===== src/rtl/imem_pkg.sv =====
// rtl/imem_pkg.sv - shared constants, fault causes and address-to-index helpers for imem_fetch_port
package imem_pkg;

  localparam logic [31:0] NOP_DEFAULT = 32'h0000_0000;

  typedef enum logic [1:0] {
    FAULT_NONE,
    FAULT_RANGE,
    FAULT_ALIGN,
    FAULT_PARITY
  } fault_e;

  typedef enum logic {
    ST_EMPTY,
    ST_FULL
  } state_e;

  // Addresses are widened to 64 bits so the range check never wraps.
  function automatic logic [63:0] word_index(input logic [63:0] addr, input logic byte_addr,
                                             input int unsigned lsb_w);
    return byte_addr ? (addr >> lsb_w) : addr;
  endfunction

  function automatic fault_e addr_fault(input logic [63:0] addr, input logic byte_addr,
                                        input int unsigned lsb_w, input int unsigned depth);
    logic [63:0] lsb_mask;
    lsb_mask = (64'd1 << lsb_w) - 64'd1;
    if (byte_addr && ((addr & lsb_mask) != 64'd0))
      return FAULT_ALIGN;
    else if (word_index(addr, byte_addr, lsb_w) >= 64'(depth))
      return FAULT_RANGE;
    else
      return FAULT_NONE;
  endfunction

endpackage


===== src/rtl/imem_ram.sv =====
// rtl/imem_ram.sv - synchronous read-first storage, one read port and one write port
module imem_ram #(
  parameter int WIDTH = 32,
  parameter int DEPTH = 64,
  parameter int IDX_W = 6
) (
  input  logic             clk,
  input  logic             rst,
  input  logic             rd_en,
  input  logic [IDX_W-1:0] rd_idx,
  output logic [WIDTH-1:0] rd_data,
  input  logic             wr_en,
  input  logic [IDX_W-1:0] wr_idx,
  input  logic [WIDTH-1:0] wr_data
);

  logic [WIDTH-1:0] mem [DEPTH];

  always_ff @(posedge clk) begin
    if (wr_en) mem[wr_idx] <= wr_data;
  end

  // Both blocks sample mem before the edge, so a same-word write is seen by the next read only.
  always_ff @(posedge clk or posedge rst) begin
    if (rst)
      rd_data <= '0;
    else if (rd_en)
      rd_data <= mem[rd_idx];
  end

endmodule


===== src/rtl/imem_fetch_port.sv =====
// rtl/imem_fetch_port.sv - instruction memory with valid/ready fetch port, flush and load port
// Defining IMEM_PARITY_EN adds per-word even parity and the par_inject test input.
module imem_fetch_port
  import imem_pkg::*;
#(
  parameter int DATA_W = 32,
  parameter int DEPTH = 64,
  parameter int ADDR_W = 32,
  parameter int BYTE_ADDR = 1,
  parameter logic [DATA_W-1:0] NOP_WORD = DATA_W'(NOP_DEFAULT)
) (
  input  logic              clk,
  input  logic              rst,
  input  logic              req_valid,
  output logic              req_ready,
  input  logic [ADDR_W-1:0] req_addr,
  output logic              rsp_valid,
  input  logic              rsp_ready,
  output logic [DATA_W-1:0] rsp_inst,
  output logic [ADDR_W-1:0] rsp_addr,
  output logic              rsp_err,
  input  logic              flush,
`ifdef IMEM_PARITY_EN
  input  logic              par_inject,
`endif
  input  logic              wr_en,
  input  logic [ADDR_W-1:0] wr_addr,
  input  logic [DATA_W-1:0] wr_data
);

  localparam int LSB_W = $clog2(DATA_W / 8);
  localparam int IDX_W = (DEPTH > 1) ? $clog2(DEPTH) : 1;
  localparam logic BYTE_MODE = (BYTE_ADDR != 0);
`ifdef IMEM_PARITY_EN
  localparam int RAM_W = DATA_W + 1;
`else
  localparam int RAM_W = DATA_W;
`endif

  state_e           state;
  fault_e           fault_q;
  fault_e           req_fault;
  fault_e           wr_fault;
  logic             accept;
  logic             par_err;
  logic [IDX_W-1:0] rd_idx;
  logic [IDX_W-1:0] wr_idx;
  logic [RAM_W-1:0] ram_wdata;
  logic [RAM_W-1:0] ram_rdata;

  assign req_fault = addr_fault(64'(req_addr), BYTE_MODE, LSB_W, DEPTH);
  assign wr_fault  = addr_fault(64'(wr_addr), BYTE_MODE, LSB_W, DEPTH);
  // Truncation to the array index happens only after the full-width range check above.
  assign rd_idx    = IDX_W'(word_index(64'(req_addr), BYTE_MODE, LSB_W));
  assign wr_idx    = IDX_W'(word_index(64'(wr_addr), BYTE_MODE, LSB_W));

  assign req_ready = !rst && !flush && (state == ST_EMPTY || rsp_ready);
  assign accept    = req_valid && req_ready;

`ifdef IMEM_PARITY_EN
  assign ram_wdata = {(^wr_data) ^ par_inject, wr_data};
  assign par_err   = (fault_q == FAULT_NONE) && (^ram_rdata);
`else
  assign ram_wdata = wr_data;
  assign par_err   = 1'b0;
`endif

  imem_ram #(
    .WIDTH(RAM_W),
    .DEPTH(DEPTH),
    .IDX_W(IDX_W)
  ) u_ram (
    .clk    (clk),
    .rst    (rst),
    .rd_en  (accept && req_fault == FAULT_NONE),
    .rd_idx (rd_idx),
    .rd_data(ram_rdata),
    .wr_en  (wr_en && wr_fault == FAULT_NONE),
    .wr_idx (wr_idx),
    .wr_data(ram_wdata)
  );

  always_ff @(posedge clk or posedge rst) begin
    if (rst) begin
      state     <= ST_EMPTY;
      rsp_valid <= 1'b0;
      rsp_addr  <= '0;
      fault_q   <= FAULT_NONE;
    end else if (flush) begin
      state     <= ST_EMPTY;
      rsp_valid <= 1'b0;
    end else if (accept) begin
      state     <= ST_FULL;
      rsp_valid <= 1'b1;
      rsp_addr  <= req_addr;
      fault_q   <= req_fault;
    end else if (state == ST_FULL && rsp_ready) begin
      state     <= ST_EMPTY;
      rsp_valid <= 1'b0;
    end
  end

  // The RAM read register is the instruction half of the output register; faults mask it.
  assign rsp_err  = (fault_q != FAULT_NONE) || par_err;
  assign rsp_inst = rsp_err ? NOP_WORD : ram_rdata[DATA_W-1:0];

endmodule


===== config.mk =====
export PLATFORM = sky130hd
export DESIGN_NAME = imem_fetch_port
export DESIGN_NICKNAME = d
export VERILOG_FILES = /design/src/rtl/imem_pkg.sv /design/src/rtl/imem_ram.sv /design/src/rtl/imem_fetch_port.sv
export SDC_FILE = /design/constraint.sdc
export NUM_CORES = 2
export LEC_CHECK = 0
export ABC_AREA = 0
export BUFFER_PORTS_ARGS = -buffer_cell sky130_fd_sc_hd__buf_4
export CAP_MARGIN = 25
export CORE_MARGIN = 4
export CORE_UTILIZATION = 45
export DETAILED_ROUTE_END_ITERATION = 7
export GPL_TIMING_DRIVEN = 0
export HOLD_SLACK_MARGIN = 0.08
export SLEW_MARGIN = 40
export SYNTH_ARGS = -nofsm -noshare
export SYNTH_HDL_FRONTEND = slang
export SYNTH_HIERARCHICAL = 1
export SYNTH_SLANG_ARGS = --single-unit

===== constraint.sdc =====
create_clock -name clk -period 2.99 [get_ports clk]
set_input_delay 0.1495 -clock clk [delete_from_list [all_inputs] [get_ports clk]]
set_output_delay 0.1495 -clock clk [all_outputs]
set_load 0.02 [all_outputs]

; ---- After elaboration in Yosys (flattened, before gate mapping)
; Memory sizes are Yosys's and may differ from the RTL's. A register that Yosys moved wholly into a read port is not among the register bits.
; Index checks and enable logic that the tools add are counted.
[word_totals]
regBits = 35
ramBits = 2048
inputBits = 102
out_inout_bits = 67
wordCells = 34
n_memories = 1
[op_classes]
order_cmp = 2
muxes = 10
n_bitwise = 2
n_reduce_logical = 16
[mem_list]
columns = name, words, width, rd, rd_clocked_by_memory_dff, wr, line
row1 = u_ram.mem, 64, 32, 1, 1, 1, imem_ram.sv:17  ; logic [WIDTH-1:0] mem [DEPTH];
[op_table]
columns = operator, n
row1 = $reduce_bool 64->1, 2
row2 = $ge 30x7->1 const B, 2
row3 = $mux 32, 1
row4 = $mux 1, 7
row5 = $logic_and 1x1->1, 6
row6 = $logic_not 2->1, 2
row7 = $mux 2, 2
row8 = $reduce_bool 3->1, 1
row9 = $logic_not 1->1, 2
row10 = $not 1->1, 2
row11 = $reduce_and 2->1, 1
row12 = $reduce_bool 2->1, 1
row13 = $logic_or 1x1->1, 1

; ---- Logic depth before layout (Yosys ltp)
[logic_depth]
ltp_word = 7
depth_mapped = 11
ltp_nobuf = 8

; ---- Hierarchy
; The synthesis kept the hierarchy.
[by_module_without_submodules]
columns = mod, instances, cells_per_inst, area_per_inst_um2, seq_area_each_um2
row1 = imem_ram, 1, 3834, 79626.4, 62299.8
row2 = imem_fetch_port, 1, 139, 1755.4, 875.8

; ---- Worst setup path after synthesis
; OpenSTA, ideal clock, no wires.
[synth_path]
path_type = in2reg
startpoint = input wr_addr[1]
endpoint = memory u_ram.mem[48][0], enable pin
setup_time_ns = 0.461
t_arrival_ns = 3.255
t_required_ns = 2.529
slack_ns = -0.725
cell_stages = 5
n_path_buf = 0
path_cell_list = nor4b_1 -> nand4_1 -> nor2_1 -> nand4b_1 -> nor3_1
[synth_via]
elab_chain_cells = 6
[synth_lines]
columns = item, line
row1 = start: declaration, imem_fetch_port.sv:27  ; input logic [ADDR_W-1:0] wr_addr,
row2 = $reduce_bool 64->1, imem_pkg.sv:28  ; if (byte_addr && ((addr & lsb_mask) != 64'd0))
row3 = $mux 2, imem_pkg.sv:28
row4 = $logic_not 2->1, imem_fetch_port.sv:78  ; .wr_en (wr_en && wr_fault == FAULT_NONE),
row5 = $logic_and 1x1->1, imem_fetch_port.sv:78
row6 = $mux 1, imem_ram.sv:20  ; if (wr_en) mem[wr_idx] <= wr_data;
row7 = $mux 1 (not written as such), imem_ram.sv:20
row8 = end: declaration, imem_ram.sv:17
; No other way between the ends.

; ---- Worst setup path after layout
[layout_path]
startpoint = input req_addr[6]
endpoint = register u_ram.rd_data[24], read port of u_ram.mem
[layout_via]
elab_chain_cells = 5
[layout_lines]
columns = item, line
row1 = start: declaration, imem_fetch_port.sv:16  ; input logic [ADDR_W-1:0] req_addr,
row2 = $ge 30x7->1, imem_pkg.sv:30  ; else if (word_index(addr, byte_addr, lsb_w) >= 64'(depth))
row3 = $mux 1, imem_pkg.sv:30
row4 = $mux 2, imem_pkg.sv:28
row5 = $logic_not 2->1, imem_fetch_port.sv:75  ; .rd_en (accept && req_fault == FAULT_NONE),
row6 = $logic_and 1x1->1, imem_fetch_port.sv:75
row7 = end: declaration, imem_ram.sv:11  ; output logic [WIDTH-1:0] rd_data,
; Parallel ways exist; a longest one is shown, timed or not.
; A chain may end at the register's enable or synchronous reset.

==> run metrics <==
Setup-failing EPs final 5; cell area after synthesis 81400 µm²; Top FF cell, synth edfxtp_1; Syn. warnings 6; Slew Viols, Final 0; setup slack after layout -43.0 ps; Routed WL per cell 30.7 µm; Worst VDD drop 631 µV; most frequent cell after synthesis edfxtp_1; Yosys top cell by area edfxtp_1; worst-margin pin slew 946 ps; Final Skew 62.4 ps; vias in the first global route 42.6k; # port buffers 164; CP max FO 10; asr flop ratio synth 0.0317; layout cell share with drive strength beyond 1 0.244; outcome finished, violations left; Nets 4718; CP dominant cell by count buf_6; Synth top cells by count edfxtp_1 (2048), mux2i_1 (418), mux4_2 (303); Final Hold Fails 0; number of synthesized flops with an enable pin 2048; Post CTS Setup Buffer Count 0; Power Density 637 nW/µm²; Sink Count 2115; critical path arrival 3740 ps; failing checks setup timing; gr usage total 0.234; DRT iter0 DRCs 4596; clock buffer depth 3; FF+latch area 63200 µm²; initial antenna violation count 6; fin crit period 3030 ps; Num CTS Buffers 211; Initial Util 0.454; #FFs+latches synth 2115; GP Congestion 0.886; die height 433 µm; crit path kind in -> reg; Die X 433 µm; biggest cell delay along the critical path 700 ps; final global-route overflow total 0; Cells after Synth 3973; Top delay family on crit path buffers and inverters; CP Cell Sequence dlygate4sd3_1 > buf_4 > buf_2 > buf_6 > buf_6 > nand3b_1 > clkbuf_1 > o22a_1 > o221ai_1 > o41ai_1; die area 188000 µm²; post-layout util 0.540; required time worst endpoint 3700 ps; Via density 5.92; 1st-pass router iterations 5; largest net degree at the start of global routing 65; syn avg cell area 20.5 µm²; clk root buf clkbuf_16; RSZ-0062 raised after global routing false; Startpoint Class input port; DRC 0; first-pass GRT wire length 313000 µm; TritonCTS clock tree done; post-synth top area share 0.756; max_slew headroom 0.368; Pleak 31.9 nW; HP Class in -> reg; dpl cell area 88600 µm²; total core area 179000 µm²; number of max-cap violations 0; crit end category flop; area of the multi-input gates 17400 µm²; DR vias 42.4k; Detail Route Antenna Nets 0; Fmax 330 MHz; row count 155; final non-filler cell area 96800 µm²; Area contributors post-synth edfxtp_1 (76%), mux4_2 (8.4%), mux2i_1 (5.1%), dfrtp_1 (2.1%), o22ai_1 (0.87%); CP bufs+invs 6; final WL 220000 µm; slowest CP cell clkbuf_1; fillcell total 13.9k; sequential area share after synthesis 0.776; Tcrit/Tclk final 1.01; HPWL Detailed 148000 µm; syn nets 4075; area grow syn2layout 18.9%; total I/O pin count 169; worst skew pair latency 860 ps; H-tree levels 4; post-synth cell types 55; clk slew on worst S/H paths 60 ps
## report_power, final
group	leakage [nW]	total [mW]	internal [mW]	switching, mW
Sequential	19.3	32.6	32.6	0.0592
Combinational	9.45	3.43	1.28	2.14
Clock	3.24	25.6	14.4	11.2
## layout by cell type (no fill, tap or decap), drive strengths merged, types with 8 or more instances in the layout
master / instances
a221oi: 47
o22a: 47
and2: 34
diode: 8
o21ai: 48
bufinv: 14
nand4: 22
o211ai: 32
mux2i: 418
clkbuf: 357
a211oi: 64
buf: 452
o41ai: 32
o22ai: 113
dlygate4sd3: 131
edfxtp: 2048
clkinv: 86
inv: 28
a21oi: 17
nor4: 24
dfrtp: 67
nand2: 41
mux2: 32
nor3: 20
mux4: 303
o221ai: 32
nor2: 121
nand3: 24
nor2b: 86
a22oi: 17
## metal layers
layer	wire [µm]	share of wire	vias to the layer above	track usage
met2	109000	0.50	1568	0.387
met3	15200	0.069	290	0.0402
met1	88300	0.40	22700	0.319
li1	-	-	17800	-
met5	0	0	-	0
met4	6810	0.031	0	0.0745
## final cells by class
| cell class | instances | share of cell area |
|---|---|---|
| Sequential cell | 2115 | 0.653 |
| Multi-Input combinational cell | 1603 | 0.180 |
| Clock buffer | 276 | 0.0577 |
| Timing Repair Buffer | 430 | 0.0534 |
| Tap cell | 2355 | 0.0304 |
| Buffer | 234 | 0.0137 |
| Clock inverter | 111 | 0.0114 |
| Inverter | 21 | 0.000827 |
| Antenna cell | 8 | 0.000207 |
## worst paths after layout
kind,slack [ps],start,depth (start not counted),endpoint
worst max register to register,100,state$_DFFE_PP0P_,11,u_ram/rd_data[25]$_DFFE_PP0P_
max in group asynchronous,1780,rst,4,u_ram/rd_data[23]$_DFFE_PP0P_
worst max-delay path,-40,req_addr[6],10,u_ram/rd_data[24]$_DFFE_PP0P_
worst min-delay path,130,wr_addr[7],3,u_ram/mem[47][14]$_DFFE_PP_
min in group asynchronous,650,rst,4,fault_q[0]$_DFFE_PP0P_
worst min register to register,510,rsp_addr[5]$_DFFE_PP0P_,1,rsp_addr[5]$_DFFE_PP0P_
## stage by stage
step                hold WS (ps)  power [mW]  setup WS (ps)  setup TNS, ps  std cells
global placement             377        36.3          -2490       -3819500       6492
global route                 109        63.6           12.3              0       7147
finish                       128        61.6          -43.0           -158       7153
CTS                          117        62.1           90.9              0       7140
floorplan                    248        34.8           -136         -67480       3973
detailed placement           368        36.4           -720        -308600       6622
## logic make-up (layout without fill, tap and decap cells)
logic type / after synthesis / in the layout / share of synthesized area
compound gates: 452 / 452 / 0.0404
buf+inv: 255 / 1072 / 0.0169
flops: 2115 / 2115 / 0.776
mux: 753 / 753 / 0.140
other cells: 0 / 8 / 0
simple gates: 398 / 398 / 0.0263
## flip-flops by register name, summed over array words and instances (netlist names)
name / cells
rsp_addr: 32
state: 1
u_ram/mem: 2048
fault_q: 2
u_ram/rd_data: 32
## worst register-to-register path, delay by kind of cell (launching register included)
kind | cells | cell delay [ps]
simple gates | 5 | 1300
compound gates | 3 | 530
buf+inv | 3 | 480
flops | 1 | 420
## timing repair
action	CTS	global route
setup endpoints to repair	43	6
resized for setup	17	8
hold buffers	131	0
pin swaps	0	2
hold endpoints to repair	2153	0
(Power assumes the default switching activity.)
